`src/rtl/jtopl_snd_pkg.sv`:
```
`default_nettype none
// ============================================================================
// Module   : jtopl_snd_pkg
// Purpose  : Shared widths, saturation limits and the sample type used by
//            the sound output FIFO and its gain/saturation stage.
// Contents : SND_W, SND_MAX, SND_MIN, DROP_W, snd_t
// Revision : 1.0 - initial release
// ============================================================================
package jtopl_snd_pkg;

  localparam int SND_W  = 16;
  localparam int DROP_W = 8;

  typedef logic signed [SND_W-1:0] snd_t;

  localparam snd_t SND_MAX = 16'sh7FFF;
  localparam snd_t SND_MIN = 16'sh8000;

endpackage : jtopl_snd_pkg
`default_nettype wire

```
`src/rtl/jtopl_snd_sat.sv`:
```
`default_nettype none
// ============================================================================
// Module   : jtopl_snd_sat
// Purpose  : Combinational arithmetic left shift of a signed sample by 0..3
//            places, saturating the result to the 16-bit signed range.
// Ports    : snd  (in)  signed input sample
//            gain (in)  shift amount 0..3
//            out  (out) shifted, saturated sample
//            sat  (out) high when the result was clamped
// Revision : 1.0 - initial release
// ============================================================================
module jtopl_snd_sat
  import jtopl_snd_pkg::*;
(
  input  snd_t       snd,
  input  logic [1:0] gain,
  output snd_t       out,
  output logic       sat
);

  // Three guard bits hold the largest possible shift without loss.
  logic signed [SND_W+2:0] w_ext;
  logic signed [SND_W+2:0] w_shifted;
  logic                    w_fits;

  assign w_ext     = {{3{snd[SND_W-1]}}, snd};
  assign w_shifted = w_ext <<< gain;

  // The value fits in 16 bits when the guard bits all match the new sign bit.
  assign w_fits = (w_shifted[SND_W+2:SND_W-1] == 4'b0000) ||
                  (w_shifted[SND_W+2:SND_W-1] == 4'b1111);

  always_comb begin
    out = w_shifted[SND_W-1:0];
    sat = 1'b0;
    if (!w_fits) begin
      sat = 1'b1;
      out = w_shifted[SND_W+2] ? SND_MIN : SND_MAX;
    end
  end

endmodule : jtopl_snd_sat
`default_nettype wire

```
`src/rtl/jtopl_snd_fifo.sv`:
```
`default_nettype none
// ============================================================================
// Module   : jtopl_snd_fifo
// Purpose  : Captures one signed sample per sample strobe into a small FIFO
//            and presents it on a valid/ready stream to the audio consumer.
//            Samples arriving while the FIFO is full (and not draining) are
//            dropped, signalled by ovf and counted in drops.
// Options  : JTOPL_SND_GAIN_EN - adds the gain input and the sticky clip
//            output; incoming samples are shifted left by gain and saturated.
// Ports    : clk, rst_n          clock, asynchronous active-low reset
//            snd, sample         input sample and its one-clock strobe
//            gain                shift amount (JTOPL_SND_GAIN_EN only)
//            out_data/valid/ready output stream
//            level               occupancy 0..DEPTH
//            ovf                 one-clock pulse per dropped sample
//            drops               saturating drop counter
//            clip                sticky saturation flag (JTOPL_SND_GAIN_EN only)
// Revision : 1.0 - initial release
// ============================================================================
module jtopl_snd_fifo
  import jtopl_snd_pkg::*;
#(
  parameter int DEPTH = 4,
  parameter int AW    = $clog2(DEPTH)
) (
  input  logic              clk,
  input  logic              rst_n,
  input  snd_t              snd,
  input  logic              sample,
`ifdef JTOPL_SND_GAIN_EN
  input  logic [1:0]        gain,
  output logic              clip,
`endif
  output snd_t              out_data,
  output logic              out_valid,
  input  logic              out_ready,
  output logic [AW:0]       level,
  output logic              ovf,
  output logic [DROP_W-1:0] drops
);

  localparam logic [AW:0]       c_FULL     = (AW+1)'(DEPTH);
  localparam logic [AW-1:0]     c_PTR_ONE  = AW'(1);
  localparam logic [DROP_W-1:0] c_DROP_MAX = '1;

  snd_t              r_ram [DEPTH];
  logic [AW-1:0]     r_wr_ptr;
  logic [AW-1:0]     r_rd_ptr;
  logic [AW:0]       r_level;
  logic              r_out_valid;
  snd_t              r_out_data;
  logic              r_ovf;
  logic [DROP_W-1:0] r_drops;

  snd_t              w_wdata;
  logic              w_sat;
  logic              w_full;
  logic              w_pop;
  logic              w_push;
  logic              w_drop;
  logic [AW-1:0]     w_rd_next;
  logic [AW:0]       w_level_next;
  snd_t              w_head_next;

`ifdef JTOPL_SND_GAIN_EN
  logic r_clip;

  jtopl_snd_sat u_sat (
    .snd  (snd),
    .gain (gain),
    .out  (w_wdata),
    .sat  (w_sat)
  );

  always_ff @(posedge clk or negedge rst_n) begin
    if (!rst_n) begin
      r_clip <= 1'b0;
    end else if (w_push && w_sat) begin
      r_clip <= 1'b1;
    end
  end

  assign clip = r_clip;
`else
  assign w_wdata = snd;
  assign w_sat   = 1'b0;
`endif

  assign w_full = (r_level == c_FULL);
  assign w_pop  = r_out_valid && out_ready;
  // A full FIFO still accepts a sample when the head leaves in the same cycle.
  assign w_push = sample && (!w_full || w_pop);
  assign w_drop = sample && w_full && !w_pop;

  assign w_rd_next = w_pop ? (r_rd_ptr + c_PTR_ONE) : r_rd_ptr;

  always_comb begin
    w_level_next = r_level;
    case ({w_push, w_pop})
      2'b10:   w_level_next = r_level + 1'b1;
      2'b01:   w_level_next = r_level - 1'b1;
      default: w_level_next = r_level;
    endcase
  end

  // The output register is loaded with the next head entry. When the slot
  // being written this cycle becomes the head (empty FIFO, or push+pop at
  // level 1) the RAM has not been updated yet, so bypass the write data.
  always_comb begin
    w_head_next = r_ram[w_rd_next];
    if (w_push && (r_wr_ptr == w_rd_next)) begin
      w_head_next = w_wdata;
    end
  end

  always_ff @(posedge clk) begin
    if (w_push) begin
      r_ram[r_wr_ptr] <= w_wdata;
    end
  end

  always_ff @(posedge clk or negedge rst_n) begin
    if (!rst_n) begin
      r_wr_ptr    <= '0;
      r_rd_ptr    <= '0;
      r_level     <= '0;
      r_out_valid <= 1'b0;
      r_out_data  <= '0;
      r_ovf       <= 1'b0;
      r_drops     <= '0;
    end else begin
      if (w_push) begin
        r_wr_ptr <= r_wr_ptr + c_PTR_ONE;
      end
      r_rd_ptr    <= w_rd_next;
      r_level     <= w_level_next;
      r_out_valid <= (w_level_next != '0);
      // Hold the last value when draining to empty; nothing reads it then.
      if (w_level_next != '0) begin
        r_out_data <= w_head_next;
      end
      r_ovf <= w_drop;
      if (w_drop && (r_drops != c_DROP_MAX)) begin
        r_drops <= r_drops + 1'b1;
      end
    end
  end

  assign out_data  = r_out_data;
  assign out_valid = r_out_valid;
  assign level     = r_level;
  assign ovf       = r_ovf;
  assign drops     = r_drops;

endmodule : jtopl_snd_fifo
`default_nettype wire
```
`config.mk`:
```
export PLATFORM = sky130hd
export DESIGN_NAME = jtopl_snd_fifo
export DESIGN_NICKNAME = d
export VERILOG_FILES = /design/src/rtl/jtopl_snd_pkg.sv /design/src/rtl/jtopl_snd_sat.sv /design/src/rtl/jtopl_snd_fifo.sv
export SDC_FILE = /design/constraint.sdc
export NUM_CORES = 1
export LEC_CHECK = 0
export ABC_AREA = 1
export BUFFER_PORTS_ARGS = -buffer_cell sky130_fd_sc_hd__buf_2
export CELL_PAD_IN_SITES_DETAIL_PLACEMENT = 2
export CELL_PAD_IN_SITES_GLOBAL_PLACEMENT = 2
export CORE_UTILIZATION = 25
export CTS_BUF_LIST = sky130_fd_sc_hd__clkbuf_8
export DETAILED_ROUTE_END_ITERATION = 8
export GPL_ROUTABILITY_DRIVEN = 0
export GPL_TIMING_DRIVEN = 0
export PLACE_DENSITY = 0.53
export SYNTH_ARGS = -nofsm -noshare
export SYNTH_HDL_FRONTEND = slang
export SYNTH_SLANG_ARGS = --single-unit
```
`constraint.sdc`:
```
create_clock -name clk -period 4.3 [get_ports clk]
set_clock_uncertainty 0.1 [all_clocks]
set_input_delay 0.86 -clock clk [delete_from_list [all_inputs] [get_ports clk]]
set_output_delay 0.86 -clock clk [all_outputs]
set_load 0.01 [all_outputs]
```
==> run_results.csv, run 1 <==
group,metric,value,unit
drt,drt-wirelength-per-cell,17.7,µm
clock_network,clkSinkCount,97,
final_layout,multi_input_area,1540,µm²
place,place_ws,1.33,ns
power,max-vdd-ir-drop,209,µV
floorplan,die_width,137,µm
drt,highest-signal-layer,"met4",
timing,clock.fmax,391,MHz
clock_network,cts_root_buf,"clkbuf_8",
synth,ys_ff_latch,97,
worst_setup_path,r2r-start,"out_valid",
floorplan,coreArea,17900,µm²
drt,ant_nets,0,
timing,timing.final.crit_share,59.5,%
drt,met1_length,6520,µm
synth,syn_avg_cell_area,9.81,µm²
drt,vias,3474,
timing,hold_viol,0,
timing,tightest_slew,0.772,ns
floorplan,rows,49,
run,drv_cap,0,
global_routing,gr-usage-all-layers,15.6,%
hold_path,holdCritPathClass,"reg2reg",
synth,yosys.area.top_type_share,42.1,%
synth,synthArstFlopShare,34.0,%
timing,maxSlewHeadroom,48.5,%
clock_network,holdBufCountCts,0,
outcome,outcome,"finished, final reports clean",
floorplan,die_area,18800,µm²
timing,setup_viol,0,
global_routing,grt_max_degree,34,
final_layout,fin_util,29.8,%
synth,yosys-top-cells-area,"edfxtp_1 (42%), dfrtp_1 (18%), nand2_1 (12%)",
worst_setup_path,worstPathMaxFanout,10,
floorplan,die_y,137,µm
timing,drv_slew,0,
timing,setup-tns-final,0,ns
hold_path,worstHoldEndpoint,"out_data[2]",
worst_setup_path,required,4.51,ns
drt,route.met3.wl,329,µm
clock_network,cts_tree,"yes",
final_layout,seqCellArea,2750,µm²
final_layout,syn_to_final_growth,17.0,%
clock_network,cts_setup_buffers,0,
floorplan,initial_core_util,25.5,%
power,powerDensity,723,nW/µm²
drt,wl_met2,6460,µm
drt,drt_pass1_iterations,4,
worst_setup_path,worstPathArrival,2.77,ns
synth,synth.distinct_cells,24,
final_layout,nNetsFinal,554,
global_routing,grt_pass1_vias,3746,
clock_network,clk_latency,0.37,ns
clock_network,cts_buffer_depth,2,
synth,synth_largest_area_cell,"edfxtp_1",
worst_setup_path,rr_worst_depth,8,
drt,first_iter_violations,114,
timing,fin_ws,1.74,ns
drt,via_per_inst,4.56,
global_routing,antenna_found_initial,0,
timing,timing.hold.ws,0.431,ns
worst_setup_path,endpoint_kind,"flip-flop",
place,dp_hpwl,9730,µm
final_layout,num-fill-cells,2026,
global_routing,overflow,0,
final_layout,diodes,0,
final_layout,drive_gt1_share,17.4,%
worst_setup_path,crit_type,"in2reg",
hold_path,whs_path_depth,2,
synth,yosysWarnings,0,
synth,ys_seq_area_share,60.2,%
place,portBuffers,48,
hold_path,hp-start,"out_data[2]",
drt,drc,0,
timing,rsz0062_at_grt,"false",
global_routing,grt_pass1_wl,21200,µm
power,power_leakage,2.46,nW
worst_setup_path,critPathLaunchType,"primary input",
clock_network,clk_pin_slew_worst_paths,0.10,ns
synth,synthCells,465,
clock_network,cts-resized-gates,0,
clock_network,cts_buffers,9,
drt,wirelength,13500,µm
power,power,3.86,mW
timing,layout_min_cycle_time,2.56,ns
worst_setup_path,reg2reg_to,"out_data[14]",
synth,synthesis.nets,491,
floorplan,ioPinCount,49,
clock_network,htreeDepth,3,
synth,netlist_area,4560,µm²
worst_setup_path,rrSetupSlack,1.96,ns
synth,synth_edf_count,64,
synth,synth_ff_type,"edfxtp_1",
sequential cells by signal, indices dropped and copies added (netlist names):
name       cells
ovf            1
drops          8
level          3
r_wr_ptr       2
r_ram         64
out_data      16
r_rd_ptr       2
out_valid      1
per-layer routing:
layer	GRT usage, %	up-vias
met2	25.8	44
met3	2.30	10
met4	5.49	0
met5	0	-
met1	20.5	1752
li1	-	1668
synth_stat cells, types with 3 or more instances:
| master | n |
|---|---|
| buf_2 | 6 |
| buf_4 | 3 |
| clkbuf_1 | 6 |
| dfrtp_1 | 33 |
| edfxtp_1 | 64 |
| ha_1 | 5 |
| inv_1 | 52 |
| nand2_1 | 145 |
| nand2_2 | 9 |
| nand3_1 | 59 |
| nand3b_1 | 33 |
| nand4_1 | 19 |
| nor2_1 | 12 |
| xor2_1 | 4 |
how the worst max path moves through the flow:
stage	cells past startpoint	from	to	slack, ns
global route	10	sample	out_data[14]	1.50
floorplan	10	sample	out_data[0]	1.85
CTS	10	sample	out_data[14]	1.73
global placement	5	out_ready	r_ram[2][10]	0.83
detailed placement	10	sample	out_data[10]	1.33
finish	10	sample	out_data[14]	1.74
area by class of cell:
class | count | area share [%]
flip-flops and latches | 97 | 51.5
multi-input cells | 298 | 28.8
repair buffers | 52 | 5.86
well taps | 229 | 5.37
inverters | 52 | 3.66
clock buffers | 10 | 2.58
plain buffers | 18 | 1.76
clock inverters | 6 | 0.492
cell usage in the layout, fill, tap and decap left out:
| cell | count |
|---|---|
| nand4_1 | 19 |
| buf_16 | 1 |
| nand3_1 | 59 |
| buf_6 | 1 |
| nand2_1 | 145 |
| nand3_2 | 2 |
| clkinv_1 | 1 |
| nand2_2 | 9 |
| ha_1 | 5 |
| nor2_1 | 8 |
| nor2_8 | 1 |
| inv_1 | 54 |
| xnor2_1 | 2 |
| buf_1 | 2 |
| clkbuf_1 | 6 |
| clkbuf_8 | 10 |
| buf_8 | 3 |
| dfrtp_1 | 33 |
| nor3_1 | 1 |
| buf_2 | 54 |
| nor2_2 | 4 |
| a21oi_1 | 2 |
| buf_4 | 3 |
| nand3b_1 | 33 |
| o21ai_0 | 1 |
| xor2_1 | 4 |
| fa_1 | 1 |
| clkinv_2 | 3 |
| edfxtp_1 | 64 |
| nand2_4 | 2 |
stage by stage:
stage / std cells / instance area [µm²]
5_1_grt: 762 / 5340
4_1_cts: 762 / 5340
3_5_place_dp: 746 / 5170
6_report: 762 / 5340
3_3_place_gp: 742 / 5090
2_1_floorplan: 465 / 4560
critical path, cell delays in order:
cell      delay (ns)
buf_2           0.13
inv_1           0.09
nand3_1         0.18
fa_1            0.47
nand4_1         0.12
nand3_1         0.10
nand2_2         0.18
clkbuf_1        0.39
nand4_1         0.15
nand2_1         0.10
report_power, final:
group          internal [mW]  switching (mW)
Clock                  0.218           0.324
Sequential              1.27           0.118
Combinational          0.594            1.34
kinds of logic after synthesis:
kind of cell | Yosys count | synth area share [%]
DFF | 97 | 60.2
adders and majority gates | 6 | 1.81
AOI/OAI and AO/OA | 3 | 0.329
and+or+nand+nor | 283 | 30.1
buffers and inverters | 70 | 6.34
xor gates and xnor gates | 6 | 1.15
Note: power is estimated with default switching activity, not from simulation.
==> inputs of run 2 (changes only) <==
--- a/config.mk
+++ b/config.mk
@@ -5,7 +5,7 @@
 export SDC_FILE = /design/constraint.sdc
 export NUM_CORES = 1
 export LEC_CHECK = 0
-export ABC_AREA = 1
+export ABC_AREA = 0
 export BUFFER_PORTS_ARGS = -buffer_cell sky130_fd_sc_hd__buf_2
 export CELL_PAD_IN_SITES_DETAIL_PLACEMENT = 2
 export CELL_PAD_IN_SITES_GLOBAL_PLACEMENT = 2
@@ -14,7 +14,7 @@
 export DETAILED_ROUTE_END_ITERATION = 8
 export GPL_ROUTABILITY_DRIVEN = 0
 export GPL_TIMING_DRIVEN = 0
-export PLACE_DENSITY = 0.53
+export PLACE_DENSITY = 0.49
 export SYNTH_ARGS = -nofsm -noshare
 export SYNTH_HDL_FRONTEND = slang
 export SYNTH_SLANG_ARGS = --single-unit
==> constraint.sdc (replaced) <==
create_clock -name clk -period 2.65 [get_ports clk]
set_clock_uncertainty 0.1 [all_clocks]
set_input_delay 0.53 -clock clk [delete_from_list [all_inputs] [get_ports clk]]
set_output_delay 0.53 -clock clk [all_outputs]
set_load 0.01 [all_outputs]
==> run 2 against run 1 <==
- the run now ends with DRC left
- first-iteration DRC count grew 9.6%
- design area grew 2.9%
- synthesized cell count shrank 25%
- global-route usage grew 0.13 points
- critical path depth shrank 3
- final cell count shrank 15%
- largest cell class unchanged
- critical endpoint is now out_data[11]
- setup slack lost 1.6 ns
- hold slack lost 0.31 ns
- largest power group unchanged
- power grew 71%
==> run_results.csv, run 2 <==
group,metric,value,unit
timing,layout_min_cycle_time,2.53,ns
place,postPlaceCellArea,5190,µm²
worst_setup_path,worstPathArrival,2.71,ns
synth,yosys-top-cells-area,"edfxtp_1 (41%), dfrtp_1 (18%), o221ai_1 (6.0%)",
timing,maxSlewHeadroom,27.3,%
synth,netlist_area,4670,µm²
outcome,violations,"DRC",
worst_setup_path,r2r-start,"r_rd_ptr[1]",
synth,synth_ff_type,"edfxtp_1",
clock_network,holdBufCountCts,0,
final_layout,fin_area,5490,µm²
power,power_frac_comb,48.0,%
synth,yosys.area.top_type_share,41.2,%
timing,timing.final.crit_share,95.7,%
final_layout,drive_gt1_share,29.6,%
worst_setup_path,required,2.82,ns
synth,synth_edf_count,64,
floorplan,die_area,19200,µm²
drt,drt_pass1_iterations,6,
worst_setup_path,crit_path_cell_trace,"buf_6, xnor2_1, nor4_1, o31ai_4, buf_6, mux2i_1, o21ai_2",
clock_network,clk_latency,0.38,ns
timing,setup_viol,0,
worst_setup_path,critPathLaunchType,"flip-flop",
final_layout,num-fill-cells,1954,
worst_setup_path,critPathSlowestCell,"o31ai_4",
power,power.switching,2.71,mW
place,dp_hpwl,9670,µm
timing,hold_viol,0,
drt,wirelength,14400,µm
worst_setup_path,worstPathMaxFanout,10,
power,power_leakage,2.09,nW
synth,ys_ff_latch,97,
final_layout,regMostFlops,"r_ram",
drt,ant_nets,0,
clock_network,cts_root_buf,"clkbuf_8",
power,power_frac_seq,34.5,%
synth,synthesis.nets,373,
floorplan,rows,49,
clock_network,clkSinkCount,97,
drt,via_per_inst,5.04,
global_routing,grt_pass1_wl,22200,µm
clock_network,cts_tree,"yes",
worst_setup_path,worstSetupStartpoint,"r_rd_ptr[1]",
worst_setup_path,crit_type,"reg2reg",
worst_setup_path,path_common_cell,"buf_6",
power,p_sw_share,41.2,%
synth,syn_avg_cell_area,13.4,µm²
final_layout,layout_common_cells,"edfxtp_1 (64), buf_2 (56), o221ai_1 (32), dfrtp_1 (32), nand2_1 (27)",
clock_network,clk_pin_slew_worst_paths,0.10,ns
final_layout,diodes,0,
synth,ys_top_cells_by_count,"edfxtp_1 (64), dfrtp_1 (33), o221ai_1 (32), nand2_1 (27)",
global_routing,gr-usage-all-layers,15.7,%
power,max-vdd-ir-drop,344,µV
synth,yosysWarnings,0,
synth,synthArstFlopShare,34.0,%
final_layout,fin_util,30.3,%
timing,tightest_slew,1.09,ns
floorplan,die_width,139,µm
clock_network,cts_buffers,9,
power,p_clk_share,17.5,%
drt,drt-wirelength-per-cell,22.4,µm
synth,ys_seq_area_share,58.9,%
floorplan,initial_core_util,25.7,%
drt,vias,3252,
synth,synth_largest_area_cell,"edfxtp_1",
power,p_int,3.87,mW
clock_network,cts_buffer_depth,2,
timing,clock.fmax,395,MHz
floorplan,ioPinCount,49,
clock_network,htreeDepth,3,
drt,drc,2,
worst_setup_path,critPathMaxStageDelay,0.59,ns
outcome,outcome,"finished, violations left",
power,powerDensity,1200,nW/µm²
global_routing,overflow,0,
synth,yosysMostFrequentCell,"edfxtp_1",
timing,timing.hold.ws,0.118,ns
worst_setup_path,endpoint_kind,"flip-flop",
floorplan,die_y,139,µm
final_layout,layout_commonest_cell,"edfxtp_1",
place,portBuffers,47,
floorplan,coreArea,18100,µm²
hold_path,holdCritPathClass,"in2async",
final_layout,syn_to_final_growth,17.7,%
final_layout,largest_register_ffs,64,
timing,rsz0062_at_grt,"false",
timing,drv_slew,0,
synth,synthCells,347,
global_routing,grt_pass1_vias,3600,
synth,synth.distinct_cells,44,
final_layout,nNetsFinal,437,
drt,first_iter_violations,125,
run,drv_cap,0,
global_routing,antenna_found_initial,0,
global_routing,grt_max_degree,34,
run 2: through the flow:
stage	power (mW)	instances	TNS, ns	worst slack, ns
global placement	5.36	623	-15.57	-0.456
global route	7.04	645	0	0.00400
detailed placement	5.44	623	-17.23	-0.519
floorplan	4.30	347	-0.00283	-0.000315
CTS	6.71	643	0	0.0133
finish	6.59	645	0	0.115
run 2: final timing paths:
path                           endpoint  slack (ns)  cells after the start
hold / removal                 drops[7]        0.12                      1
max in group asynchronous     out_valid        1.75                      1
setup / recovery           out_data[11]        0.12                      7
hold reg to reg            out_data[15]        0.39                      2
setup reg to reg           out_data[11]        0.12                      7
min in group clk           r_ram[3][12]        0.27                      1
run 2: logic make-up (layout without fill, tap and decap cells):
| group | after synthesis | in the layout | share of synthesized area (%) |
|---|---|---|---|
| simple gates | 66 | 66 | 8.39 |
| flops | 97 | 97 | 58.9 |
| buf+inv | 38 | 107 | 4.05 |
| xor+xnor | 12 | 12 | 2.25 |
| fa+ha+maj | 6 | 6 | 1.77 |
| mux | 34 | 34 | 7.75 |
| compound gates | 94 | 94 | 16.9 |
run 2: cell type report:
cell class	count	area (µm²)	share of cell area (%)
Buffer	28	165	3.01
Clock buffer	11	151	2.76
Clock inverter	5	86.3	1.57
Inverter	10	37.5	0.684
Multi-Input combinational cell	212	1740	31.6
Sequential cell	97	2750	50.1
Tap cell	229	287	5.22
Timing Repair Buffer	53	278	5.06
run 2: routing by layer:
layer | wire (µm) | GRT usage, %
met2 | 6870 | 25.7
met3 | 488 | 2.90
met5 | 0 | 0
met4 | 267 | 6.20
met1 | 6810 | 20.6
run 2: worst max-delay path, delay by kind of cell, from the launching register on:
| kind | cells | cell delay [ns] |
|---|---|---|
| compound gates | 2 | 0.67 |
| buf+inv | 2 | 0.44 |
| mux | 1 | 0.41 |
| flops | 1 | 0.38 |
| xor+xnor | 1 | 0.30 |
| simple gates | 1 | 0.13 |
run 2: timing repair:
action	CTS	global route
setup endpoints to repair	17	16
setup buffers	3	2
gates resized for setup	4	5
cloned	1	0
pin swaps	1	0
run 2: power by group through the flow:
stage	clock network [mW]	registers (mW)	logic [mW]
floorplan	0	2.34	1.96
global placement	0	2.29	3.07
detailed placement	0	2.31	3.13
CTS	1.19	2.28	3.23
global route	1.24	2.33	3.47
finish	1.15	2.27	3.17
==> inputs of run 3 (changes only) <==
--- a/config.mk
+++ b/config.mk
@@ -7,14 +7,12 @@
 export LEC_CHECK = 0
 export ABC_AREA = 0
 export BUFFER_PORTS_ARGS = -buffer_cell sky130_fd_sc_hd__buf_2
-export CELL_PAD_IN_SITES_DETAIL_PLACEMENT = 2
-export CELL_PAD_IN_SITES_GLOBAL_PLACEMENT = 2
 export CORE_UTILIZATION = 25
 export CTS_BUF_LIST = sky130_fd_sc_hd__clkbuf_8
 export DETAILED_ROUTE_END_ITERATION = 8
 export GPL_ROUTABILITY_DRIVEN = 0
 export GPL_TIMING_DRIVEN = 0
-export PLACE_DENSITY = 0.49
+export PLACE_DENSITY = 0.36
 export SYNTH_ARGS = -nofsm -noshare
 export SYNTH_HDL_FRONTEND = slang
 export SYNTH_SLANG_ARGS = --single-unit
==> run 3 against run 2 <==
- the flow still finishes with violations (DRC)
- highest routed layer unchanged
- utilization down 0.15 points
- hold slack better by 0.0058 ns
- non-clock buffer count is the same
- maximum frequency is 0.23% lower
- sequential power about the same
==> run_results.csv, run 3 (synthesis results as in run 2) <==
group,metric,value,unit
outcome,outcome,"finished, violations left",
outcome,violations,"DRC",
final_layout,layout_common_cells,"edfxtp_1 (64), buf_2 (55), o221ai_1 (32), dfrtp_1 (32), nand2_1 (27)",
timing,layout_min_cycle_time,2.54,ns
drt,drc,1,
clock_network,clk_latency,0.37,ns
timing,setup_viol,0,
timing,maxSlewHeadroom,32.3,%
floorplan,rows,49,
clock_network,cts_tree,"yes",
place,portBuffers,47,
place,place_ws,-0.470,ns
floorplan,die_width,139,µm
timing,rsz0062_at_grt,"false",
timing,tightest_slew,1.01,ns
final_layout,fin_area,5460,µm²
worst_setup_path,path_common_cell,"clkbuf_4",
worst_setup_path,critPathSlowestCell,"fa_2",
drt,wirelength,13400,µm
final_layout,drive_gt1_share,28.8,%
timing,drv_slew,0,
final_layout,final_cells,645,
global_routing,grt_pass1_wl,20800,µm
drt,first_iter_violations,215,
clock_network,cts_buffers,9,
hold_path,holdCritPathClass,"in2async",
worst_setup_path,endpoint_kind,"flip-flop",
drt,via_per_inst,5.08,
power,power,6.41,mW
place,dp.cells,623,
floorplan,die_area,19200,µm²
timing,timing.final.crit_share,95.9,%
place,dp_hpwl,8870,µm
place,postPlaceCellArea,5190,µm²
final_layout,num-fill-cells,1894,
floorplan,ioPinCount,49,
drt,vias,3275,
final_layout,largest_register_ffs,64,
clock_network,htreeDepth,3,
floorplan,die_y,139,µm
worst_setup_path,crit_type,"in2reg",
drt,ant_nets,0,
final_layout,nNetsFinal,437,
timing,setup-tns-final,0,ns
global_routing,antenna_found_initial,0,
power,max-vdd-ir-drop,382,µV
timing,hold_viol,0,
global_routing,grt_max_degree,34,
clock_network,cts_root_buf,"clkbuf_8",
final_layout,regMostFlops,"r_ram",
final_layout,seqCellArea,2750,µm²
worst_setup_path,critPathMaxStageDelay,0.46,ns
run,drv_cap,0,
final_layout,fin_util,30.1,%
drt,drt-wirelength-per-cell,20.9,µm
global_routing,overflow,0,
worst_setup_path,worstPathMaxFanout,10,
power,powerDensity,1170,nW/µm²
timing,clock.fmax,394,MHz
drt,drt_pass1_iterations,6,
global_routing,grt_pass1_vias,3372,
clock_network,clk_pin_slew_worst_paths,0.09,ns
power,power_leakage,2.08,nW
final_layout,diodes,0,
timing,fin_ws,0.109,ns
final_layout,syn_to_final_growth,17.1,%
clock_network,clkSinkCount,97,
floorplan,coreArea,18100,µm²
global_routing,gr-usage-all-layers,14.6,%
worst_setup_path,worstPathArrival,2.70,ns
worst_setup_path,required,2.81,ns
clock_network,cts_buffer_depth,2,
clock_network,holdBufCountCts,0,
timing,timing.hold.ws,0.124,ns
final_layout,multi_input_area,1750,µm²
worst_setup_path,critPathLaunchType,"primary input",
worst_setup_path,crit_path_cell_trace,"buf_2, clkbuf_4, nand3b_1, fa_2, o311a_4, o31ai_4, buf_4, clkbuf_4, o21ai_2",
floorplan,initial_core_util,25.7,%
final_layout,layout_commonest_cell,"edfxtp_1",
## run 3: worst paths after layout
path / cells after the start / slack, ns / start / endpoint
worst max-delay path: 9 / 0.11 / out_ready / out_data[9]
worst min-delay path: 1 / 0.12 / rst_n / drops[5]
worst max register to register: 8 / 0.12 / out_valid / out_data[9]
worst min register to register: 2 / 0.39 / out_data[14] / out_data[14]
max in group asynchronous: 1 / 1.78 / rst_n / out_valid
min in group clk: 1 / 0.29 / snd[13] / r_ram[3][13]
## run 3: what timing repair did
action,in CTS,in global routing
cloned,1,0
buffers inserted,4,1
resized for setup,4,5
setup endpoints to repair,17,16
pin swaps,1,1
## run 3: final cells by class
class	count	share of cell area (%)
clock inverter	5	0.847
timing repair buffer	53	5.13
tap	229	5.24
sequential	97	50.3
inverter	10	0.687
buffer	28	3.00
clock buffer	11	2.77
multi-input combinational	212	32.0
## run 3: layer usage
metal  up-vias  global-route usage [%]  share of wire [%]
li1       1492                       -                  -
met1      1657                    20.3                 48
met2       111                    22.3                 45
met3        15                    2.66                5.6
met4         0                    6.08                1.5
met5         -                       0                  0
## run 3: critical path, delay by kind of cell
| family | cells | cell delay (ns) |
|---|---|---|
| adder cells (fa/ha/maj) | 1 | 0.46 |
| AO/OA/AOI/OAI | 3 | 0.74 |
| buffers and inverters | 4 | 0.76 |
| AND/OR/NAND/NOR | 1 | 0.20 |
## run 3: report_power, final
group / internal [mW] / total [mW] / switching [mW]
clock: 0.478 / 0.994 / 0.516
combinational: 1.24 / 3.14 / 1.90
sequential: 2.06 / 2.27 / 0.208
